--- src/rtl/fp_div_seq_if.sv ---
`default_nettype none
// ============================================================================
// Module   : fp_div_seq_if
// Purpose  : Start/operand/result bundle between the core and fp_div_seq.
// Revision : 1.0
// ============================================================================
interface fp_div_seq_if;
  logic        start;
  logic [31:0] a;
  logic [31:0] b;
  logic        busy;
  logic        done;
  logic [31:0] result;
  logic        flag_nv;
  logic        flag_dz;
  logic        flag_of;
  logic        flag_uf;
  logic        flag_nx;

  modport master (
    output start, a, b,
    input  busy, done, result, flag_nv, flag_dz, flag_of, flag_uf, flag_nx
  );

  modport slave (
    input  start, a, b,
    output busy, done, result, flag_nv, flag_dz, flag_of, flag_uf, flag_nx
  );
endinterface
`default_nettype wire

--- src/rtl/fp_div_seq.sv ---
`default_nettype none
// ============================================================================
// Module   : fp_div_seq
// Purpose  : Iterative FP32 divider, one quotient bit per cycle, RNE + flags.
// Revision : 1.0
// ============================================================================
module fp_div_seq (
  input wire          clk,
  input wire          reset,
  fp_div_seq_if.slave io_bus
);
  localparam int c_QBITS = 26;

  typedef enum logic [1:0] {
    S_IDLE  = 2'd0,
    S_ITER  = 2'd1,
    S_ROUND = 2'd2,
    S_DONE  = 2'd3
  } state_t;

  state_t             r_state;
  logic [4:0]         r_cnt;
  logic [24:0]        r_rem;
  logic [23:0]        r_mb;
  logic [25:0]        r_q;
  logic signed [9:0]  r_exp;
  logic               r_sign;
  logic               r_busy;
  logic               r_done;
  logic [31:0]        r_result;
  logic               r_nv, r_dz, r_of, r_uf, r_nx;

  // Operand classification (subnormals flush to zero)
  logic [7:0]  w_ea, w_eb;
  logic [22:0] w_fa, w_fb;
  logic        w_sign;
  logic        w_a_nan, w_b_nan, w_a_snan, w_b_snan;
  logic        w_a_inf, w_b_inf, w_a_zero, w_b_zero;

  assign w_ea     = io_bus.a[30:23];
  assign w_eb     = io_bus.b[30:23];
  assign w_fa     = io_bus.a[22:0];
  assign w_fb     = io_bus.b[22:0];
  assign w_sign   = io_bus.a[31] ^ io_bus.b[31];
  assign w_a_nan  = (w_ea == 8'hFF) && (w_fa != 23'd0);
  assign w_b_nan  = (w_eb == 8'hFF) && (w_fb != 23'd0);
  assign w_a_snan = w_a_nan && !w_fa[22];
  assign w_b_snan = w_b_nan && !w_fb[22];
  assign w_a_inf  = (w_ea == 8'hFF) && (w_fa == 23'd0);
  assign w_b_inf  = (w_eb == 8'hFF) && (w_fb == 23'd0);
  assign w_a_zero = (w_ea == 8'd0);
  assign w_b_zero = (w_eb == 8'd0);

  logic        w_special;
  logic [31:0] w_spec_res;
  logic        w_spec_nv;
  logic        w_spec_dz;

  always_comb begin
    w_special  = 1'b1;
    w_spec_res = 32'h7FC0_0000;
    w_spec_nv  = 1'b0;
    w_spec_dz  = 1'b0;
    if (w_a_nan || w_b_nan) begin
      w_spec_nv = w_a_snan || w_b_snan;
    end else if ((w_a_zero && w_b_zero) || (w_a_inf && w_b_inf)) begin
      w_spec_nv = 1'b1;
    end else if (w_a_inf) begin
      w_spec_res = {w_sign, 8'hFF, 23'd0};
    end else if (w_b_inf || w_a_zero) begin
      w_spec_res = {w_sign, 31'd0};
    end else if (w_b_zero) begin
      w_spec_res = {w_sign, 8'hFF, 23'd0};
      w_spec_dz  = 1'b1;
    end else begin
      w_special  = 1'b0;
    end
  end

  // Pre-normalise so the first quotient bit is always 1
  logic [23:0]       w_ma, w_mb;
  logic              w_ma_lt;
  logic signed [9:0] w_exp0;
  logic [24:0]       w_rem0;

  assign w_ma    = {1'b1, w_fa};
  assign w_mb    = {1'b1, w_fb};
  assign w_ma_lt = (w_ma < w_mb);
  assign w_exp0  = {2'b00, w_ea} - {2'b00, w_eb} + 10'd127 - {9'd0, w_ma_lt};
  assign w_rem0  = w_ma_lt ? {w_ma, 1'b0} : {1'b0, w_ma};

  logic        w_rem_ge;
  logic [24:0] w_rem_sub;

  assign w_rem_ge  = (r_rem >= {1'b0, r_mb});
  assign w_rem_sub = w_rem_ge ? (r_rem - {1'b0, r_mb}) : r_rem;

  logic              w_guard, w_round, w_sticky, w_inc, w_carry, w_inexact;
  logic [24:0]       w_mant_sum;
  logic [23:0]       w_mant;
  logic signed [9:0] w_exp_rnd;

  assign w_guard    = r_q[1];
  assign w_round    = r_q[0];
  assign w_sticky   = |r_rem;
  assign w_inc      = w_guard && (w_round || w_sticky || r_q[2]);
  assign w_mant_sum = {1'b0, r_q[25:2]} + {24'd0, w_inc};
  assign w_carry    = w_mant_sum[24];
  assign w_mant     = w_carry ? 24'h80_0000 : w_mant_sum[23:0];
  assign w_exp_rnd  = r_exp + {9'd0, w_carry};
  assign w_inexact  = w_guard || w_round || w_sticky;

  always_ff @(posedge clk) begin
    if (reset) begin
      r_state  <= S_IDLE;
      r_cnt    <= 5'd0;
      r_rem    <= 25'd0;
      r_mb     <= 24'd0;
      r_q      <= 26'd0;
      r_exp    <= 10'sd0;
      r_sign   <= 1'b0;
      r_busy   <= 1'b0;
      r_done   <= 1'b0;
      r_result <= 32'd0;
      r_nv     <= 1'b0;
      r_dz     <= 1'b0;
      r_of     <= 1'b0;
      r_uf     <= 1'b0;
      r_nx     <= 1'b0;
    end else begin
      r_done <= 1'b0;
      case (r_state)
        S_IDLE: begin
          if (io_bus.start) begin
            r_busy <= 1'b1;
            r_nv   <= 1'b0;
            r_dz   <= 1'b0;
            r_of   <= 1'b0;
            r_uf   <= 1'b0;
            r_nx   <= 1'b0;
            if (w_special) begin
              r_result <= w_spec_res;
              r_nv     <= w_spec_nv;
              r_dz     <= w_spec_dz;
              r_done   <= 1'b1;
              r_state  <= S_DONE;
            end else begin
              r_rem   <= w_rem0;
              r_mb    <= w_mb;
              r_q     <= 26'd0;
              r_exp   <= w_exp0;
              r_sign  <= w_sign;
              r_cnt   <= 5'd0;
              r_state <= S_ITER;
            end
          end
        end
        S_ITER: begin
          r_rem <= w_rem_sub << 1;
          r_q   <= {r_q[24:0], w_rem_ge};
          r_cnt <= r_cnt + 5'd1;
          if (r_cnt == 5'(c_QBITS - 1)) begin
            r_state <= S_ROUND;
          end
        end
        S_ROUND: begin
          r_done  <= 1'b1;
          r_state <= S_DONE;
          if (w_exp_rnd >= 10'sd255) begin
            r_result <= {r_sign, 8'hFF, 23'd0};
            r_of     <= 1'b1;
            r_nx     <= 1'b1;
          end else if (w_exp_rnd <= 10'sd0) begin
            r_result <= {r_sign, 31'd0};
            r_uf     <= 1'b1;
            r_nx     <= 1'b1;
          end else begin
            r_result <= {r_sign, w_exp_rnd[7:0], w_mant[22:0]};
            r_nx     <= w_inexact;
          end
        end
        S_DONE: begin
          r_busy  <= 1'b0;
          r_state <= S_IDLE;
        end
        default: r_state <= S_IDLE;
      endcase
    end
  end

  assign io_bus.busy    = r_busy;
  assign io_bus.done    = r_done;
  assign io_bus.result  = r_result;
  assign io_bus.flag_nv = r_nv;
  assign io_bus.flag_dz = r_dz;
  assign io_bus.flag_of = r_of;
  assign io_bus.flag_uf = r_uf;
  assign io_bus.flag_nx = r_nx;
endmodule
`default_nettype wire

--- src/flat_wrapper.sv ---
// flat-port wrapper written by rule: the top's interface ports become plain ports
module fp_div_seq_flat 
  (clk, reset, io_bus_start, io_bus_a, io_bus_b, io_bus_busy, io_bus_done, io_bus_result, io_bus_flag_nv, io_bus_flag_dz, io_bus_flag_of, io_bus_flag_uf, io_bus_flag_nx);
  fp_div_seq_if io_bus_i ();
  input wire clk;
  input wire reset;
  input wire logic [$bits(io_bus_i.start)-1:0] io_bus_start;
  input wire logic [$bits(io_bus_i.a)-1:0] io_bus_a;
  input wire logic [$bits(io_bus_i.b)-1:0] io_bus_b;
  output wire logic [$bits(io_bus_i.busy)-1:0] io_bus_busy;
  output wire logic [$bits(io_bus_i.done)-1:0] io_bus_done;
  output wire logic [$bits(io_bus_i.result)-1:0] io_bus_result;
  output wire logic [$bits(io_bus_i.flag_nv)-1:0] io_bus_flag_nv;
  output wire logic [$bits(io_bus_i.flag_dz)-1:0] io_bus_flag_dz;
  output wire logic [$bits(io_bus_i.flag_of)-1:0] io_bus_flag_of;
  output wire logic [$bits(io_bus_i.flag_uf)-1:0] io_bus_flag_uf;
  output wire logic [$bits(io_bus_i.flag_nx)-1:0] io_bus_flag_nx;
  assign io_bus_i.start = io_bus_start;
  assign io_bus_i.a = io_bus_a;
  assign io_bus_i.b = io_bus_b;
  assign io_bus_busy = io_bus_i.busy;
  assign io_bus_done = io_bus_i.done;
  assign io_bus_result = io_bus_i.result;
  assign io_bus_flag_nv = io_bus_i.flag_nv;
  assign io_bus_flag_dz = io_bus_i.flag_dz;
  assign io_bus_flag_of = io_bus_i.flag_of;
  assign io_bus_flag_uf = io_bus_i.flag_uf;
  assign io_bus_flag_nx = io_bus_i.flag_nx;
  fp_div_seq u_core (.clk(clk), .reset(reset), .io_bus(io_bus_i));
endmodule
--- config.mk ---
export PLATFORM = sky130hd
export DESIGN_NAME = fp_div_seq_flat
export DESIGN_NICKNAME = d
export VERILOG_FILES = /design/src/rtl/fp_div_seq_if.sv /design/src/rtl/fp_div_seq.sv /design/src/flat_wrapper.sv
export SDC_FILE = /design/constraint.sdc
export NUM_CORES = 1
export LEC_CHECK = 0
export ABC_AREA = 0
export CORE_MARGIN = 3
export CORE_UTILIZATION = 30
export DETAILED_ROUTE_END_ITERATION = 6
export SLEW_MARGIN = 20
export SYNTH_ARGS = -nofsm -noshare
export SYNTH_HDL_FRONTEND = slang
export SYNTH_SLANG_ARGS = --single-unit
--- constraint.sdc ---
create_clock -name clk -period 9.3 [get_ports clk]
set_clock_uncertainty 0.15 [all_clocks]
set_input_delay 1.86 -clock clk [delete_from_list [all_inputs] [get_ports clk]]
set_output_delay 1.86 -clock clk [all_outputs]
set_load 0.02 [all_outputs]
==> results.sh, run 1 <==
export IMPL_startpoint_type="input pin"
export IMPL_htree_levels=4
export IMPL_fillers=3039
export IMPL_synth_mux_area_share_pct=4.34
export IMPL_drc=0
export IMPL_power_density_nw_per_um2=323
export IMPL_grt_pass1_wl_mm=43.3
export IMPL_grt_pass1_vias=8206
export IMPL_grt_setup_unrepaired="false"
export IMPL_postCtsSetupRepairBufs=0
export IMPL_cp_buffers_inverters=3
export IMPL_gp_congestion=0.877
export IMPL_antenna_cells=0
export IMPL_final_max_slew_viol_count=0
export IMPL_syn_nets=1311
export IMPL_yosys_area_share_simple_pct=23.2
export IMPL_period_share_pct=64.7
export IMPL_via_per_inst=5.21
export IMPL_hold_viol=0
export IMPL_synthXorXnorAreaFrac_pct=5.98
export IMPL_ios=106
export IMPL_dieArea_um2=31900
export IMPL_design_area_um2=10900
export IMPL_vias=8594
export IMPL_synthCells=1170
export IMPL_synthArstFlopShare_pct=0
export IMPL_cp_top_family="compound AO/OA/AOI/OAI gates"
export IMPL_io_buffers=105
export IMPL_grt_overflow=0
export IMPL_ys_seq_area_share_pct=29.6
export IMPL_tns_ns=0
export IMPL_cp_slowest_cell="clkdlybuf4s50_1"
export IMPL_initial_core_util_pct=30.8
export IMPL_dpl_cell_area_um2=10300
export IMPL_cts_root_buffer="clkbuf_16"
export IMPL_yosysWarnings=0
export IMPL_firstDrtPassIters=7
export IMPL_yosysTopAreaCell="dfxtp_1"
export IMPL_yosysMostFrequentCell="nand2_1"
export IMPL_hold_path_class="reg -> reg"
export IMPL_clkTransAtPathRegs_ns=0.07
export IMPL_peakVddDrop_mv=0.152
export IMPL_path_cells="clkdlybuf4s50_1, ha_1, a21o_1, a2111oi_0, o21ai_0, a21oi_2, buf_4, inv_1, ha_1, ha_1, fa_1, a21o_1, a21oi_1, nor2b_1, o21a_1, o21ai_0, nor4b_1, a21oi_1, nor2_1"
export IMPL_grt_antenna_before_repair=0
export IMPL_p_sw_share_pct=46.4
export IMPL_cp_arrival_ns=6.22
export IMPL_whs_ns=0.302
export IMPL_cts_buffer_depth=2
export IMPL_worstSetupPathType="in -> reg"
export IMPL_synth_top_family_by_area="simple AND/OR/NAND/NOR gates"
export IMPL_die_w_um=179
export IMPL_p_int_mw=1.89
export IMPL_worstPathRequired_ns=9.50
export IMPL_finalPower_mw=3.52
export IMPL_std_cell_rows=62
export IMPL_drive_gt1_share_pct=4.91
export IMPL_synthAdderAreaFrac_pct=10.6
export IMPL_area_growth_pct=22.2
export IMPL_cts_tree="done"
export IMPL_numCtsBuffers=17
export IMPL_setup_viol=0
export IMPL_leakagePower_nw=4.22
export IMPL_status="finished clean"
export IMPL_fin_nets=1392
export IMPL_synth_edff_count=0
export IMPL_cpPeakStageDelay_ns=0.65
export IMPL_relSlewSlack_pct=39.2
export IMPL_worst_path_most_repeated_cell="ha_1"
export IMPL_synth_ff_type="dfxtp_1"
export IMPL_clock_sinks=132
export IMPL_antenna_left=0
export IMPL_power_frac_seq_pct=22.1
export IMPL_drv_cap=0
export IMPL_avgSynthCellArea_um2=7.63
export IMPL_power_share_clock_pct=20.0
export IMPL_clk_latency_ns=0.42
export IMPL_cts_resized=0
export IMPL_comb_power_share_pct=57.8
export IMPL_yosys_cell_types_count=70
export IMPL_worst_pin_slew_ns=0.906
export IMPL_synth_top_area_share_pct=29.6
export IMPL_grt_total_usage_pct=17.0
export IMPL_ys_top_cells_by_count="191 x nand2_1, 132 x dfxtp_1, 105 x a21oi_1"
export IMPL_period_minus_slack_ns=6.01
export IMPL_hold_buffers=0
export IMPL_die_h_um=179
export IMPL_core_um2=29000
export IMPL_netlist_area_um2=8930
export IMPL_post_dp_hpwl_mm=20.3
export IMPL_routed_wl_mm=26.9
export IMPL_fmax_ghz=0.166
export IMPL_grt_max_degree=68
export IMPL_drt_initial_drc_count=645
export IMPL_synth_seq_cells=132
export IMPL_synthTopCellsByArea="dfxtp_1 30%, ha_1 9.9%, nand2_1 8.0%, a21oi_1 5.9%, mux2i_1 3.6%"
export IMPL_crit_fanout=25
export IMPL_wire_per_inst_um=16.3
export IMPL_worst_setup_path_end_kind="flip-flop"
export IMPL_switchingPower_mw=1.63
export IMPL_synth_compound_area_share_pct=20.1
[sequential cells by signal, indices dropped and copies added (netlist names)]
| name | cells |
|---|---|
| u_core.r_rem | 25 |
| u_core.io_bus.done | 1 |
| u_core.r_cnt | 5 |
| u_core.io_bus.flag_nv | 1 |
| u_core.io_bus.flag_uf | 1 |
| u_core.r_exp | 10 |
| u_core.r_mb | 24 |
| u_core.r_state | 2 |
| u_core.r_q | 26 |
| u_core.io_bus.flag_nx | 1 |
| u_core.io_bus.busy | 1 |
| u_core.r_sign | 1 |
| u_core.io_bus.result | 32 |
| u_core.io_bus.flag_of | 1 |
| u_core.io_bus.flag_dz | 1 |
[layer usage]
layer  up-vias  wire length, µm  track usage, %
li1       4316                -               -
met4         0              485            5.00
met2       200            12200            27.3
met5         -                0               0
met3        29             1230            2.87
met1      4049            12900            23.5
[cells by family after synthesis]
| kind of cell | Yosys count |
|---|---|
| simple gates | 444 |
| compound gates | 287 |
| buf+inv | 134 |
| flops | 132 |
| fa+ha+maj | 74 |
| xor+xnor | 61 |
| mux | 38 |
[metrics by stage]
stage               utilization (%)  worst slack (ns)  instances
detailed placement             35.5              2.94       1616
finish                         37.6              3.29       1648
global route                   37.6              3.00       1648
CTS                            37.6              3.35       1648
global placement               35.5              3.11       1616
floorplan                         -              3.71       1170
[tightest hold or removal path, delay by kind of cell, from the launching register on]
kind,cells,cell delay [ns]
flops,1,0.31
compound gates,1,0.05
simple gates,1,0.05
[final cells by class]
cell class	count	area, µm²	area share (%)
Inverter	81	304	2.79
Tap cell	384	480	4.40
Multi-Input combinational cell	904	5750	52.7
Clock buffer	19	443	4.06
Sequential cell	132	2640	24.2
Clock inverter	13	164	1.50
Timing Repair Buffer	115	1120	10.3
[final timing paths]
check	start	to	slack, ns	depth (start not counted)
worst max register to register	u_core.r_q[1]	u_core.io_bus.result[21]	4.03	17
worst max-delay path	io_bus_a[19]	u_core.r_exp[9]	3.29	19
worst min-delay path	u_core.io_bus.result[1]	u_core.io_bus.result[1]	0.30	2
worst min register to register	u_core.io_bus.result[1]	u_core.io_bus.result[1]	0.30	2
[cell usage in the layout, fill, tap and decap left out, types with 11 or more instances in the layout]
cell type / n
nor2b_1: 11
and3_1: 13
nand2_1: 191
nand4_1: 16
nor2_1: 71
a21oi_1: 104
nor4_1: 19
o21ai_0: 61
mux2i_1: 32
dfxtp_1: 132
xor2_1: 28
clkbuf_16: 17
a21o_1: 16
buf_4: 11
nor3_1: 25
nand3_1: 51
inv_1: 80
a31oi_1: 12
ha_1: 71
xnor2_1: 33
a211oi_1: 19
clkdlybuf4s50_1: 104
[power by group through the flow]
stage	sequential (mW)	clock, mW	combinational (mW)
finish	0.780	0.705	2.04
global route	0.795	0.743	2.25
CTS	0.777	0.719	2.01
detailed placement	0.790	0	1.99
global placement	0.789	0	1.99
floorplan	0.774	0	1.54
(Power assumes the default switching activity.)
==> run 2: changes to the inputs <==
==> constraint.sdc (replaced) <==
create_clock -name clk -period 5.6 [get_ports clk]
set_clock_uncertainty 0.15 [all_clocks]
set_input_delay 1.12 -clock clk [delete_from_list [all_inputs] [get_ports clk]]
set_output_delay 1.12 -clock clk [all_outputs]
set_load 0.02 [all_outputs]
==> run 2 against run 1 <==
Against the previous run: non-clock buffer count is 4 higher; clock power is 63% higher; utilization is 0.060 points higher; setup slack worse by 2.4 ns; die area stayed put; routed wire length is 0.61% higher; register-to-register slack worse by 3.1 ns; clock-buffer cell count is 2 lower; final cell count is 0.24% higher; sequential power is 67% higher; total power is 65% higher; hold slack better by 0.00092 ns; highest routed layer unchanged.
==> results.sh, run 2 (synthesis results as in run 1) <==
export IMPL_status="finished clean"
export IMPL_peakVddDrop_mv=0.263
export IMPL_layout_common_cells="191 x nand2_1, 132 x dfxtp_1, 104 x a21oi_1, 104 x clkdlybuf4s50_1, 80 x inv_1"
export IMPL_grt_setup_unrepaired="false"
export IMPL_switchingPower_mw=2.69
export IMPL_drv_cap=0
export IMPL_clock_sinks=132
export IMPL_crit_path_end="u_core.r_exp[9]"
export IMPL_final_common_cell="nand2_1"
export IMPL_r2r_end="u_core.io_bus.result[16]"
export IMPL_worst_pin_slew_ns=0.700
export IMPL_setup_ws_ns=0.839
export IMPL_worstSetupPathType="in -> reg"
export IMPL_reg2reg_setup_slack_ns=0.93
export IMPL_area_growth_pct=22.4
export IMPL_initial_core_util_pct=30.8
export IMPL_final_max_slew_viol_count=0
export IMPL_drt_initial_drc_count=610
export IMPL_setup_viol=0
export IMPL_power_frac_seq_pct=22.3
export IMPL_grt_pass1_wl_mm=44.2
export IMPL_period_minus_slack_ns=4.76
export IMPL_power_share_clock_pct=19.8
export IMPL_die_w_um=179
export IMPL_reg2reg_from="u_core.r_q[1]"
export IMPL_routed_wl_mm=27.1
export IMPL_core_um2=29000
export IMPL_firstDrtPassIters=5
export IMPL_post_dp_hpwl_mm=20.2
export IMPL_cp_top_family="compound AO/OA/AOI/OAI gates"
export IMPL_cp_buffers_inverters=3
export IMPL_hold_path_class="reg -> reg"
export IMPL_htree_levels=4
export IMPL_leakagePower_nw=4.23
export IMPL_period_share_pct=85.0
export IMPL_tns_ns=0
export IMPL_startpoint_type="input pin"
export IMPL_cp_slowest_cell="clkdlybuf4s50_1"
export IMPL_cpPeakStageDelay_ns=0.51
export IMPL_gp_congestion=0.915
export IMPL_die_h_um=179
export IMPL_comb_power_share_pct=57.9
export IMPL_cts_tree="done"
export IMPL_worst_setup_path_end_kind="flip-flop"
export IMPL_io_buffers=105
export IMPL_dieArea_um2=31900
export IMPL_grt_overflow=0
export IMPL_p_int_mw=3.12
export IMPL_drive_gt1_share_pct=5.28
export IMPL_drc=0
export IMPL_hold_viol=0
export IMPL_worstPathRequired_ns=5.81
export IMPL_antenna_left=0
export IMPL_crit_fanout=3
export IMPL_ff2ff_path_depth=18
export IMPL_grt_max_degree=59
export IMPL_pre_cts_slack_ns=0.416
export IMPL_via_per_inst=5.20
export IMPL_std_cell_rows=62
export IMPL_grt_antenna_before_repair=0
export IMPL_cp_depth=20
export IMPL_power_density_nw_per_um2=532
export IMPL_numCtsBuffers=17
export IMPL_wire_per_inst_um=16.4
export IMPL_vias=8588
export IMPL_clk_latency_ns=0.42
export IMPL_min_delay_start="u_core.r_q[25]"
export IMPL_antenna_cells=0
export IMPL_grt_pass1_vias=8343
export IMPL_postCtsSetupRepairBufs=0
export IMPL_grt_total_usage_pct=17.3
export IMPL_fin_nets=1396
export IMPL_p_sw_share_pct=46.3
export IMPL_hold_buffers=0
export IMPL_largest_reg_flops=32
export IMPL_critPathLaunch="io_bus_b[9]"
export IMPL_cts_root_buffer="clkbuf_16"
export IMPL_clkTransAtPathRegs_ns=0.07
export IMPL_path_cells="clkdlybuf4s50_1, inv_1, ha_1, a21oi_1, o21ai_0, a2111oi_0, o21ai_0, a21oi_2, inv_1, ha_1, ha_1, fa_1, a21o_1, a21oi_1, nor2b_1, o21a_1, o21ai_0, nor4b_1, a21oi_1, nor2_1"
export IMPL_relSlewSlack_pct=53.3
export IMPL_fmax_ghz=0.210
export IMPL_cts_resized=0
export IMPL_cts_buffer_depth=2
export IMPL_ios=106
export IMPL_cp_arrival_ns=4.98
run 2: cell count changes in the layout (fill, tap and decap cells not counted), sizes merged:
cell and change:
buf +4, clkbuf -2, clkinvlp +1, inv +1
run 2: area by class of cell:
class	count	area [µm²]
clock buffer	17	425
clock inverter	15	169
fill	3064	18100
inverter	81	304
multi-input combinational	904	5750
sequential	132	2640
tap	384	480
timing repair buffer	119	1150
run 2: worst min-delay path: stages, from the launching register on:
cell	delay (ns)
dfxtp_1	0.31
nand2_1	0.05
a21oi_1	0.05
run 2: per-layer routing:
| metal | global-route usage, % | routed length, µm |
|---|---|---|
| met2 | 27.6 | 12200 |
| met4 | 5.23 | 531 |
| met5 | 0 | 0 |
| met3 | 2.83 | 1370 |
| met1 | 23.8 | 12900 |
run 2: worst min-delay path by stage:
stage                                end  cells past startpoint  slack (ns)
after floorplan           u_core.r_q[25]                      2        0.28
after global placement    u_core.r_q[25]                      2        0.29
after detailed placement  u_core.r_q[25]                      2        0.30
after CTS                 u_core.r_q[25]                      2        0.30
after global routing      u_core.r_mb[8]                      2        0.33
final                     u_core.r_q[25]                      2        0.30
run 2: power by group through the flow:
stage / combinational, mW / sequential (mW) / clock [mW]
2_1_floorplan: 2.56 / 1.28 / 0
3_3_place_gp: 3.29 / 1.31 / 0
3_5_place_dp: 3.29 / 1.31 / 0
4_1_cts: 3.32 / 1.29 / 1.17
5_1_grt: 3.74 / 1.32 / 1.22
6_report: 3.36 / 1.30 / 1.15
run 2: metrics by stage:
step                      util, %  power [mW]  hold WS [ns]  cells  instance area [µm²]
final                        37.7        5.81         0.303   1652                10900
after global routing         37.7        6.28         0.325   1652                10900
after CTS                    37.7        5.79         0.305   1652                10900
after detailed placement     35.6        4.60         0.295   1620                10300
after global placement       35.6        4.60         0.285   1620                10300
after floorplan                 -        3.84         0.278   1170                 8930
==> run 3: changes to the inputs <==
--- a/config.mk
+++ b/config.mk
@@ -7,8 +7,9 @@
 export LEC_CHECK = 0
 export ABC_AREA = 0
 export CORE_MARGIN = 3
-export CORE_UTILIZATION = 30
+export CORE_UTILIZATION = 57
 export DETAILED_ROUTE_END_ITERATION = 6
+export PLACE_DENSITY = 0.81
 export SLEW_MARGIN = 20
 export SYNTH_ARGS = -nofsm -noshare
 export SYNTH_HDL_FRONTEND = slang
==> run 3 against run 2 <==
Against the previous run: flip-flop and latch count is the same; first-iteration DRC count up 71%; final cell count decreased by 11%; global-route usage up 12 points; hold slack worse by 0.0044 ns; cell area shrank 2.0%; utilization is 33 points higher; via count grew 3.2%; routed wire length decreased by 6.8%; clock power barely moved; setup slack improved by 0.014 ns; critical endpoint unchanged; largest power group unchanged; highest routed layer unchanged.
==> results.sh, run 3 (synthesis results as in run 1) <==
export IMPL_status="finished clean"
export IMPL_hold_viol=0
export IMPL_met3_usage_pct=4.98
export IMPL_final_common_cell="nand2_1"
export IMPL_via_per_inst=5.99
export IMPL_clkTransAtPathRegs_ns=0.06
export IMPL_std_cell_rows=45
export IMPL_grt_max_degree=49
export IMPL_clock_sinks=132
export IMPL_grt_setup_unrepaired="false"
export IMPL_use_met1_pct=41.0
export IMPL_period_minus_slack_ns=4.75
export IMPL_grt_pass1_vias=8304
export IMPL_vias=8860
export IMPL_numCtsBuffers=17
export IMPL_drive_gt1_share_pct=5.21
export IMPL_power_density_nw_per_um2=541
export IMPL_gp_congestion=0.959
export IMPL_antenna_left=0
export IMPL_setup_viol=0
export IMPL_postCtsSetupRepairBufs=0
export IMPL_relSlewSlack_pct=34.1
export IMPL_die_w_um=131
export IMPL_gr_usage_met2_pct=44.5
export IMPL_drv_cap=0
export IMPL_post_dp_hpwl_mm=18.5
export IMPL_grt_total_usage_pct=28.9
export IMPL_tns_ns=0
export IMPL_grt_overflow=0
export IMPL_antenna_cells=0
export IMPL_final_util_pct=70.2
export IMPL_grt_pass1_wl_mm=41.5
export IMPL_cts_root_buffer="clkbuf_16"
export IMPL_period_share_pct=84.8
export IMPL_routed_wl_mm=25.2
export IMPL_wire_per_inst_um=17.1
export IMPL_hold_buffers=0
export IMPL_ios=106
export IMPL_area_growth_pct=20.0
export IMPL_worstPathRequired_ns=5.82
export IMPL_worst_pin_slew_ns=0.982
export IMPL_grt_busiest_layer="met2"
export IMPL_cts_tree="done"
export IMPL_die_h_um=131
export IMPL_dieArea_um2=17200
export IMPL_worst_setup_path_end_kind="flip-flop"
export IMPL_grt_antenna_before_repair=0
export IMPL_io_buffers=105
export IMPL_hold_path_class="reg -> reg"
export IMPL_final_max_slew_viol_count=0
export IMPL_layout_common_cells="191 x nand2_1, 132 x dfxtp_1, 104 x a21oi_1, 104 x clkdlybuf4s50_1, 80 x inv_1"
export IMPL_setup_ws_ns=0.853
export IMPL_core_um2=15300
export IMPL_htree_levels=4
export IMPL_cp_arrival_ns=4.97
export IMPL_clk_latency_ns=0.43
export IMPL_initial_core_util_pct=58.5
export IMPL_drc=0
export IMPL_drt_initial_drc_count=1041
export IMPL_fin_nets=1395
export IMPL_crit_fanout=3
export IMPL_worstSetupPathType="in -> reg"
export IMPL_startpoint_type="input pin"
export IMPL_largest_reg_flops=32
export IMPL_cts_buffer_depth=2
export IMPL_fillers=1236
export IMPL_leakagePower_nw=4.23
export IMPL_peakVddDrop_mv=0.366
export IMPL_cts_resized=0
export IMPL_firstDrtPassIters=5
export IMPL_fmax_ghz=0.211
export IMPL_pre_cts_slack_ns=0.450
==> run 3: metal layers <==
| metal | share of wire, % | up-vias | wire length (µm) |
|---|---|---|---|
| met2 | 45 | 386 | 11300 |
| met4 | 2.2 | 0 | 556 |
| met1 | 45 | 4105 | 11400 |
| met3 | 7.7 | 48 | 1950 |
| li1 | - | 4321 | - |
| met5 | 0 | - | 0 |
==> run 3: area by class of cell <==
| cell class | count | area [µm²] | share of cell area (%) |
|---|---|---|---|
| Multi-Input combinational cell | 904 | 5750 | 53.7 |
| Tap cell | 211 | 264 | 2.46 |
| Clock buffer | 18 | 439 | 4.10 |
| Inverter | 81 | 304 | 2.84 |
| Sequential cell | 132 | 2640 | 24.7 |
| Timing Repair Buffer | 118 | 1140 | 10.7 |
| Clock inverter | 14 | 168 | 1.56 |
==> run 3: report_power, final <==
group / switching [mW] / internal [mW] / total (mW)
clock network: 0.461 / 0.682 / 1.14
logic: 2.01 / 1.34 / 3.35
registers: 0.183 / 1.12 / 1.30
==> run 3: final timing paths <==
path,cells after the start,startpoint,slack [ns],endpoint
setup reg to reg,17,u_core.r_q[1],0.85,u_core.io_bus.result[24]
setup / recovery,20,io_bus_b[11],0.85,u_core.r_exp[9]
hold / removal,2,u_core.io_bus.result[7],0.30,u_core.io_bus.result[7]
hold reg to reg,2,u_core.io_bus.result[7],0.30,u_core.io_bus.result[7]
==> run 3: worst max-delay path, stage by stage <==
cell and delay [ns]:
clkdlybuf4s50_1 0.55, inv_1 0.07, ha_1 0.31, a21oi_1 0.13, o21ai_0 0.09, a2111oi_0 0.36, o21ai_0 0.15, a21oi_2 0.15
inv_1 0.10, ha_1 0.20, ha_1 0.20, fa_1 0.40, a21o_1 0.17, a21oi_1 0.17, nor2b_1 0.08, o21a_1 0.18
o21ai_0 0.12, nor4b_1 0.24, a21oi_1 0.07, nor2_1 0.09
==> run 3: stage by stage <==
stage,total power [mW],instance area [µm²],hold WS (ns),std cells
after floorplan,3.84,8930,0.278,1170
after global placement,4.51,10100,0.284,1446
after detailed placement,4.55,10100,0.291,1446
after CTS,5.72,10700,0.306,1478
after global routing,6.20,10700,0.328,1478
final,5.80,10700,0.298,1478
